===== config.mk =====
export PLATFORM = sky130hd
export DESIGN_NAME = gates7_accum
export DESIGN_NICKNAME = d
export VERILOG_FILES = /design/src/rtl/gates7_accum.sv
export SDC_FILE = /design/constraint.sdc
export NUM_CORES = 1
export LEC_CHECK = 0
export CAP_MARGIN = 10
export CORE_MARGIN = 5
export CORE_UTILIZATION = 69
export DETAILED_ROUTE_END_ITERATION = 16
export DONT_BUFFER_PORTS = 1
export PLACE_DENSITY = 0.84
export SLEW_MARGIN = 20
export SYNTH_ARGS = -nofsm -noshare
export SYNTH_HDL_FRONTEND = slang
export SYNTH_SLANG_ARGS = --single-unit

===== constraint.sdc =====
create_clock -name clk -period 5.04 [get_ports clk]
set_clock_uncertainty 0.15 [all_clocks]
set_input_delay 0.756 -clock clk [delete_from_list [all_inputs] [get_ports clk]]
set_output_delay 0.756 -clock clk [all_outputs]
set_load 0.1 [all_outputs]

===== src/rtl/gates7_accum.sv =====
// Packet-wide bitwise reducer: folds every beat of a packet with the op taken from its first beat.
// Latency: the result is valid one cycle after the last beat is accepted.
// Backpressure: in_ready is low while a result is pending; the result is held until out_ready.
// Optional beat counter is selected by GATES7_ACCUM_COUNT_EN.
module gates7_accum #(
    parameter int WIDTH   = 8,
    parameter int COUNT_W = 8
) (
    input  logic               clk,
    input  logic               rst_n,
    input  logic               in_valid,
    output logic               in_ready,
    input  logic [WIDTH-1:0]   in_data,
    input  logic               in_last,
    input  logic [2:0]         op,
    output logic               out_valid,
    input  logic               out_ready,
    output logic [WIDTH-1:0]   out_data,
    output logic               out_err,
    output logic [COUNT_W-1:0] out_count
);

    typedef enum logic [1:0] {
        IDLE  = 2'd0,
        ACCUM = 2'd1,
        HOLD  = 2'd2
    } state_t;

    state_t             state_q, state_d;
    logic [WIDTH-1:0]   acc_q, acc_d, res;
    logic [2:0]         op_q, op_eff;
    logic               accept, finish, err_d;

    assign accept = in_valid && in_ready;
    assign finish = accept && in_last;
    // The first beat carries the op for the whole packet; later beats use the latched copy.
    assign op_eff = (state_q == IDLE) ? op : op_q;

    always_ff @(posedge clk or negedge rst_n) begin
        if (!rst_n) state_q <= IDLE;
        else        state_q <= state_d;
    end

    always_comb begin
        state_d   = state_q;
        in_ready  = 1'b0;
        out_valid = 1'b0;
        case (state_q)
            IDLE, ACCUM: begin
                in_ready = 1'b1;
                if (in_valid) state_d = in_last ? HOLD : ACCUM;
            end
            HOLD: begin
                out_valid = 1'b1;
                if (out_ready) state_d = IDLE;
            end
            default: state_d = IDLE;
        endcase
    end

    always_comb begin
        acc_d = acc_q;
        if (accept) begin
            if (state_q == IDLE) begin
                acc_d = in_data;
            end else begin
                case (op_q)
                    3'd0, 3'd3: acc_d = acc_q & in_data;
                    3'd1, 3'd4: acc_d = acc_q | in_data;
                    3'd5, 3'd6: acc_d = acc_q ^ in_data;
                    default:    acc_d = in_data;
                endcase
            end
        end
    end

    always_comb begin
        res   = acc_d;
        err_d = 1'b0;
        case (op_eff)
            3'd0, 3'd1, 3'd5:       res = acc_d;
            3'd2, 3'd3, 3'd4, 3'd6: res = ~acc_d;
            default: begin
                res   = '0;
                err_d = 1'b1;
            end
        endcase
    end

    always_ff @(posedge clk or negedge rst_n) begin
        if (!rst_n) begin
            acc_q    <= '0;
            op_q     <= 3'd0;
            out_data <= '0;
            out_err  <= 1'b0;
        end else begin
            if (accept) begin
                acc_q <= acc_d;
                if (state_q == IDLE) op_q <= op;
            end
            if (finish) begin
                out_data <= res;
                out_err  <= err_d;
            end
        end
    end

`ifdef GATES7_ACCUM_COUNT_EN
    logic [COUNT_W-1:0] count_q, count_d;

    // Saturates rather than wrapping so long packets report the maximum.
    always_comb begin
        count_d = count_q;
        if (accept) begin
            if (state_q == IDLE)     count_d = COUNT_W'(1);
            else if (count_q != '1)  count_d = count_q + COUNT_W'(1);
        end
    end

    always_ff @(posedge clk or negedge rst_n) begin
        if (!rst_n) begin
            count_q   <= '0;
            out_count <= '0;
        end else begin
            count_q <= count_d;
            if (finish) out_count <= count_d;
        end
    end
`else
    assign out_count = '0;
`endif

endmodule


==> metrics, run 1 <==
status completed; CP Buf/Inv Count 1; Min-Delay Path Class input port to asynchronous set/reset pin; RSZ-0062 raised after global routing no; worst-margin pin slew 1.05 ns; Worst slew margin 0.296; crit end category output pin; final WL 4.22 mm; number of detailed-route iterations in the first pass 4; aggregate global-route resource usage 0.224; global-route met3 utilization 0.0827; syn avg cell area 8.82 um2; CTS resizes 0; Post-Synthesis Cells 219; fin area 1910 um2; CP arrival 2.32 ns; clock power share 0.123; number of library cell types mapped by synthesis 52; kind of critical path register to output pin; vias per cell 6.54; dpl cell area 1850 um2; Net Switching 631 uW; CP max-delay cell nor2_2; # DRC 0; Final Cycle Share 0.639; clock buffer depth 2; Fmax achieved 310 MHz; Peak VDD IR 0.000509 V; synth top area cells dfrtp_1 (28%), ha_1 (10%), buf_4 (5.1%); Detail Route Antenna Nets 0; Synth top area share 0.285; CTS tree done; Placer Congestion 0.847; GRT met1 Usage 0.259; layout cells sized above 1 0.105; WL/cell 17.6 um; grt met2 use 0.363; Clock Latency Late Sink 0.32 ns; postcts setup bufs 0; final setup fails 0; Max Cap Violations 0; Core Util, Final 0.705; IO Count 35; Storage cell area 551 um2; port buffer count 0; Vias 1569; sequential fraction of the synthesis area 0.285; clk sink count 22; row cnt 19; ant diodes 0; crit start category register; Root Buffer clkbuf_4; Num CTS Buffers 3; grt peak-use layer met2; largest net degree at the start of global routing 35; worst-path maximum fanout 7; area of the multi-input gates 1180 um2; Final Max Tran Viols 0; reported leakage power 0.878 nW; # fillers 210; DR iter-0 viols 104; setup TNS 0 ns; vias in the first global route 1625; grt total ovfl 0; CP delay by family, top simple AND/OR/NAND/NOR gates; layout overhead on the synthesized area -1.10%; Core Region 2710 um2; Sw Ratio 0.560; Worst EP required 4.13 ns; Final nets 242; crit path cell chain inv_1 > nor2_2; cell taking the most area after synthesis dfrtp_1; initial antenna violation count 0; synth warn 0; Power Density 590 nW/um2; Pint 495 uW; global-route wire length before repair 7.22 mm; logic gate share of total power 0.370; die height 62.9 um; sequential share of power 0.507; Post-Syn Area 1930 um2; Yosys reg bits 22; full die area 3960 um2; detailed placement HPWL 2.88 mm; Hold-fix buffers, CTS 1; clock slew at reported path FFs 0.13 ns; die width 62.9 um; H-tree levels 1; CP max stage delay 0.97 ns; Period minus WS final 3.22 ns; Hold Vio Cnt, Final 0; Initial Utilization 0.713
final timing paths:
kind | from | endpoint | slack (ns) | cells past startpoint
worst max register to register | op_q[2] | out_data[1] | 2.50 | 5
worst min register to register | acc_q[2] | acc_q[2] | 0.47 | 2
worst max-delay path | state_q[1] | out_valid | 1.82 | 2
max in group asynchronous | rst_n | acc_q[6] | 4.15 | 1
worst min-delay path | rst_n | acc_q[1] | 0.24 | 1
min in group clk | out_ready | state_q[1] | 0.35 | 1
metrics by stage:
| stage | hold slack (ns) | worst slack, ns | instances | power, mW |
|---|---|---|---|---|
| after floorplan | 0.310 | 1.80 | 226 | 0.928 |
| after CTS | 0.338 | 1.81 | 240 | 1.13 |
| after detailed placement | 0.311 | 2.18 | 235 | 0.981 |
| final | 0.240 | 1.82 | 240 | 1.13 |
| after global placement | 0.311 | 2.22 | 235 | 0.953 |
| after global routing | 0.249 | 1.75 | 240 | 1.20 |
cell type report:
class | count | share of cell area
clock buffers | 3 | 0.0118
clock inverters | 1 | 0.0157
inverters | 22 | 0.0432
multi-input cells | 160 | 0.618
flip-flops and latches | 22 | 0.288
well taps | 31 | 0.0203
repair buffers | 1 | 0.00262
routing by layer:
metal | vias up | share of wire
met2 | 73 | 0.48
met3 | 4 | 0.12
met4 | 0 | 0.0085
li1 | 748 | -
met1 | 744 | 0.39
met5 | - | 0
cell usage after synthesis (all sizes together):
| cell | n |
|---|---|
| nor3b | 2 |
| a21o | 2 |
| o211ai | 1 |
| a211oi | 2 |
| and2b | 1 |
| or3b | 1 |
| xnor2 | 1 |
| or2b | 1 |
| dfrtp | 22 |
| o31ai | 3 |
| a32oi | 1 |
| o211a | 1 |
| o21ai | 10 |
| buf | 20 |
| inv | 22 |
| and3b | 1 |
| nand3b | 2 |
| nor2b | 3 |
| o221ai | 13 |
| nand2 | 14 |
| clkbuf | 2 |
| conb | 1 |
| nor2 | 16 |
| nor3 | 1 |
| or2 | 1 |
| o21bai | 1 |
| o221a | 1 |
| ha | 16 |
| a31oi | 2 |
| o31a | 1 |
| o22ai | 9 |
| o22a | 5 |
| a41oi | 1 |
| nand2b | 10 |
| mux2 | 1 |
| o2bb2ai | 1 |
| mux2i | 6 |
| o21a | 6 |
| a21oi | 14 |
| a2bb2oi | 1 |
cells by family (layout without fill, tap and decap cells):
family / after synthesis / after routing / share of synthesized area
AO/OA/AOI/OAI: 75 / 75 / 0.295
XOR/XNOR: 1 / 1 / 0.00453
adder cells (fa/ha/maj): 16 / 16 / 0.104
buffers and inverters: 44 / 27 / 0.119
flip-flops: 22 / 22 / 0.285
multiplexers: 7 / 7 / 0.0369
other: 1 / 8 / 0.00194
AND/OR/NAND/NOR: 53 / 53 / 0.154
cells in the final DEF, fill, tap and decap left out, types with 3 or more instances in the layout:
cell type / instances
mux2i_1: 6
o221ai_1: 11
o22a_1: 5
clkbuf_4: 3
o31ai_1: 3
dfrtp_1: 22
nor2_1: 14
ha_1: 16
nand2b_1: 8
o22ai_1: 9
conb_1: 8
nand2_1: 12
o21ai_0: 10
o21a_1: 5
a21oi_1: 13
inv_1: 22
power by group through the flow:
stage	Clock, mW	Combinational (mW)	Sequential (mW)
floorplan	0	0.410	0.518
global placement	0	0.383	0.570
detailed placement	0	0.408	0.573
CTS	0.141	0.415	0.570
global route	0.148	0.469	0.585
finish	0.138	0.417	0.571
sequential cells by signal, summed over array words and instances (netlist names):
register	flops
op_q	3
acc_q	8
state_q	2
out_err	1
out_data	8
(Power assumes the default switching activity.)
==> inputs of run 2 (changes only) <==
CORE_UTILIZATION = 64   (was 69)
PLACE_DENSITY = 0.79   (was 0.84)
clock period = 3.1 ns   (was 5.04 ns; I/O delays follow)
==> run 2 against run 1 <==
  * Total power up 59%
  * Register-to-register slack worse by 1.7 ns
  * Count of clock-buffer cells in the layout up 1
  * Cell area up 2.2%
  * Cell count up 3.8%
  * Sequential power up 59%
  * Worst setup slack worse by 1.0 ns
  * Critical endpoint is now out_data[4]
  * Largest cell class unchanged
  * Highest routed layer unchanged
==> metrics, run 2 (same netlist as run 1, synthesis figures left out) <==
status completed; kind of critical path register to register; WL/cell 17.2 um; Fmax achieved 430 MHz; Core Util, Final 0.655; clock buffer depth 2; Net Switching 1.03 mW; ant diodes 0; IO Count 35; crit end category register; Clock Latency Late Sink 0.31 ns; post-placement setup slack 0.843 ns; vias in the first global route 1599; Power Density 918 nW/um2; setup TNS 0 ns; Initial Utilization 0.649; aggregate global-route resource usage 0.221; worst-margin pin slew 0.910 ns; DR iter-0 viols 55; Final Cycle Share 0.750; dpl cell area 1900 um2; fin area 1950 um2; clock slew at reported path FFs 0.13 ns; vias per cell 6.27; layout overhead on the synthesized area 1.04%; clock power share 0.093; grt total ovfl 0; CTS tree done; die width 64.9 um; detailed placement HPWL 3.13 mm; final total power 1.79 mW; worst-path maximum fanout 18; Placer Congestion 0.850; Root Buffer clkbuf_4; Min-Delay Path Class input port to register; final WL 4.30 mm; Detail Route Antenna Nets 0; Post-Layout Cell Count 249; Final nets 249; Pint 762 uW; final setup fails 0; largest net degree at the start of global routing 24; Max Cap Violations 0; CP arrival 2.36 ns; clk sink count 22; Sw Ratio 0.575; Core Region 2980 um2; global-route wire length before repair 7.34 mm; Num CTS Buffers 3; Worst slew margin 0.393; biggest regs acc_q (8), out_data (8), op_q (3); initial antenna violation count 0; number of detailed-route iterations in the first pass 4; H-tree levels 1; Hold Vio Cnt, Final 0; row cnt 20; final hold slack 0.0665 ns; setup slack after layout 0.776 ns; die height 64.9 um; Peak VDD IR 0.000586 V; logic gate share of total power 0.402; full die area 4220 um2; Cells after DPL 243; Worst EP required 3.14 ns; RSZ-0062 raised after global routing no; reported leakage power 0.903 nW; crit start category register; Vias 1562; most frequent cells in the layout inv_1 (22), dfrtp_1 (22), ha_1 (16); Period minus WS final 2.32 ns; # DRC 0; layout cells sized above 1 0.130; CTS resizes 0; Final Max Tran Viols 0; port buffer count 0; sequential share of power 0.506
-- run 2: changes by cell type in the layout (fill, tap and decap cells not counted), sizes merged --
cell         delta
buf             +6
bufinv          -1
clkbuf          +1
dlygate4sd3     +1
-- run 2: power by group through the flow --
stage | sequential [mW] | combinational, mW | clock [mW]
2_1_floorplan | 0.842 | 0.666 | 0
3_3_place_gp | 0.902 | 0.668 | 0
3_5_place_dp | 0.910 | 0.704 | 0
4_1_cts | 0.904 | 0.713 | 0.171
5_1_grt | 0.923 | 0.803 | 0.186
6_report | 0.906 | 0.720 | 0.166
-- run 2: path summary, 6_finish.rpt --
check | startpoint | depth (start not counted) | end | slack, ns
setup reg to reg | op_q[0] | 5 | out_data[4] | 0.78
hold reg to reg | acc_q[2] | 2 | acc_q[2] | 0.44
max in group asynchronous | rst_n | 2 | out_err | 1.98
hold / removal | out_ready | 1 | state_q[1] | 0.07
min in group asynchronous | rst_n | 2 | out_data[5] | 0.48
setup / recovery | op_q[0] | 5 | out_data[4] | 0.78
-- run 2: metal layers --
layer	GRT usage	share of wire	up-vias
li1	-	-	766
met1	0.264	0.42	745
met2	0.392	0.50	47
met3	0.0537	0.074	4
met4	0.0580	0.0063	0
met5	0	0	-
-- run 2: repair_timing --
action                    CTS  global route
setup buffers               0             0
hold buffers                1             1
hold endpoints to repair   22            22
-- run 2: worst max-delay path, stage by stage, from the launching register on --
cell and delay [ns]:
dfrtp_1 0.73, nand2b_2 0.30, a41oi_4 0.55, o22a_1 0.23, o21a_1 0.13, o221ai_1 0.12
-- run 2: area by class of cell --
type | instances | area [um2]
sequential | 22 | 551
timing repair buffer | 8 | 60.1
clock buffer | 4 | 36.3
tap | 33 | 41.3
inverter | 22 | 82.6
fill | 245 | 1030
multi-input combinational | 160 | 1180
==> inputs of run 3 (changes only) <==
clock period = 2.3 ns   (was 3.1 ns; I/O delays follow)
==> run 3 against run 2 <==
  * Largest cell class unchanged
  * Fmax up 12%
  * Critical path depth up 1
  * Critical path type unchanged
  * Global-route usage up 0.78 points
  * Flip-flop and latch count unchanged
  * Die area unchanged
  * Cell area up 7.2%
  * Sequential power down 30%
  * First-iteration DRC count up 20%
  * Worst hold slack better by 0.017 ns
  * Cell count up 6.0%
  * Sequential share of layout area down 1.9 points
==> metrics, run 3 (same netlist as run 1, synthesis figures left out) <==
Worst slew margin 0.591; postcts setup bufs 0; RR Endpoint out_data[3]; Pint 1.15 mW; reported leakage power 0.979 nW; biggest regs acc_q (8), out_data (8), op_q (3); Cells after DPL 254; clock power share 0.086; final WL 4.48 mm; Detail Route Antenna Nets 0; number of detailed-route iterations in the first pass 4; Worst R2R Setup Slack 0.23 ns; H-tree levels 1; clk sink count 22; most frequent cells in the layout inv_1 (22), dfrtp_1 (22), ha_1 (16), buf_4 (16), nor2_1 (14); Num CTS Buffers 3; crit path to out_data[3]; WL/cell 17.0 um; worst-path maximum fanout 23; port buffer count 0; final setup fails 0; Sw Ratio 0.551; Peak VDD IR 0.000831 V; Final Max Tran Viols 0; # fillers 246; fin area 2090 um2; layout overhead on the synthesized area 8.29%; CP arrival 2.09 ns; Max Cap Violations 0; Placer Congestion 0.787; Min-Delay Path Class input port to register; initial antenna violation count 0; Initial Utilization 0.649; CTS tree done; largest net degree at the start of global routing 24; clock buffer depth 2; Period minus WS final 2.07 ns; Vias 1635; CTS resizes 0; kind of critical path register to register; IO Count 35; layout cells sized above 1 0.169; sequential share of power 0.247; vias in the first global route 1687; DR iter-0 viols 66; CP startpoint op_q[2]; die height 64.9 um; full die area 4220 um2; vias per cell 6.19; Final Cycle Share 0.901; global-route wire length before repair 7.58 mm; Worst R2R Path Depth 6; # DRC 0; Fmax achieved 483 MHz; Worst EP required 2.32 ns; clock slew at reported path FFs 0.13 ns; Hold Vio Cnt, Final 0; setup TNS 0 ns; reg2reg start op_q[2]; Core Region 2980 um2; ant diodes 0; crit end category register; RSZ-0062 raised after global routing no; dpl cell area 2000 um2; logic gate share of total power 0.667; aggregate global-route resource usage 0.229; Final nets 264; grt total ovfl 0; status completed; Post-Layout Cell Count 264; Net Switching 1.41 mW; final hold slack 0.0834 ns; row cnt 20; worst-margin pin slew 0.612 ns; Root Buffer clkbuf_4; Power Density 1220 nW/um2; die width 64.9 um; crit start category register; Clock Latency Late Sink 0.31 ns; detailed placement HPWL 3.22 mm
## run 3: cell count changes in the layout (fill, tap and decap cells not counted), sizes merged
| cell | change |
|---|---|
| buf | +11 |
| dlygate4sd3 | +4 |
## run 3: stage by stage
stage	power [mW]	utilization	setup slack (ns)
after floorplan	2.04	-	0.228
after global placement	2.26	0.672	0.343
after detailed placement	2.32	0.672	0.248
after CTS	2.56	0.697	0.234
after global routing	2.74	0.703	0.129
final	2.55	0.703	0.229
## run 3: how the worst min path moves through the flow
stage	startpoint	end	slack [ns]	depth (start not counted)
finish	in_data[0]	acc_q[0]	0.08	1
global route	in_data[6]	acc_q[6]	0.07	2
CTS	op[0]	op_q[0]	0.03	1
detailed placement	rst_n	out_data[0]	-0.1	0
global placement	rst_n	out_data[5]	-0.1	0
floorplan	rst_n	acc_q[0]	-0.10	0
## run 3: power by group through the flow
stage / Clock [mW] / Combinational (mW) / Sequential, mW
after floorplan: 0 / 0.901 / 1.14
after global placement: 0 / 1.63 / 0.630
after detailed placement: 0 / 1.68 / 0.639
after CTS: 0.227 / 1.70 / 0.630
after global routing: 0.250 / 1.84 / 0.648
final: 0.219 / 1.70 / 0.631
## run 3: layout make-up
type | count | area, um2 | share of cell area
clock buffer | 4 | 36.3 | 0.0173
inverter | 22 | 82.6 | 0.0395
multi-input combinational | 160 | 1190 | 0.567
sequential | 22 | 551 | 0.263
tap | 33 | 41.3 | 0.0197
timing repair buffer | 23 | 195 | 0.0933
## run 3: routing by layer
layer | vias to the layer above | track usage | wire length, um
met1 | 790 | 0.284 | 1880
met3 | 9 | 0.0503 | 342
met2 | 45 | 0.384 | 2180
met5 | - | 0 | 0
met4 | 0 | 0.0871 | 81
li1 | 791 | - | -
## run 3: repair_timing
action,in CTS,in global routing
setup endpoints to repair,0,0
hold buffers,4,2
hold endpoints to repair,24,23
## run 3: critical path, cell delays in order (launching register included)
cell	delay, ns
dfrtp_1	0.38
buf_4	0.28
nand2b_4	0.11
a41oi_4	0.48
o22a_1	0.23
o21a_1	0.15
o221ai_1	0.14
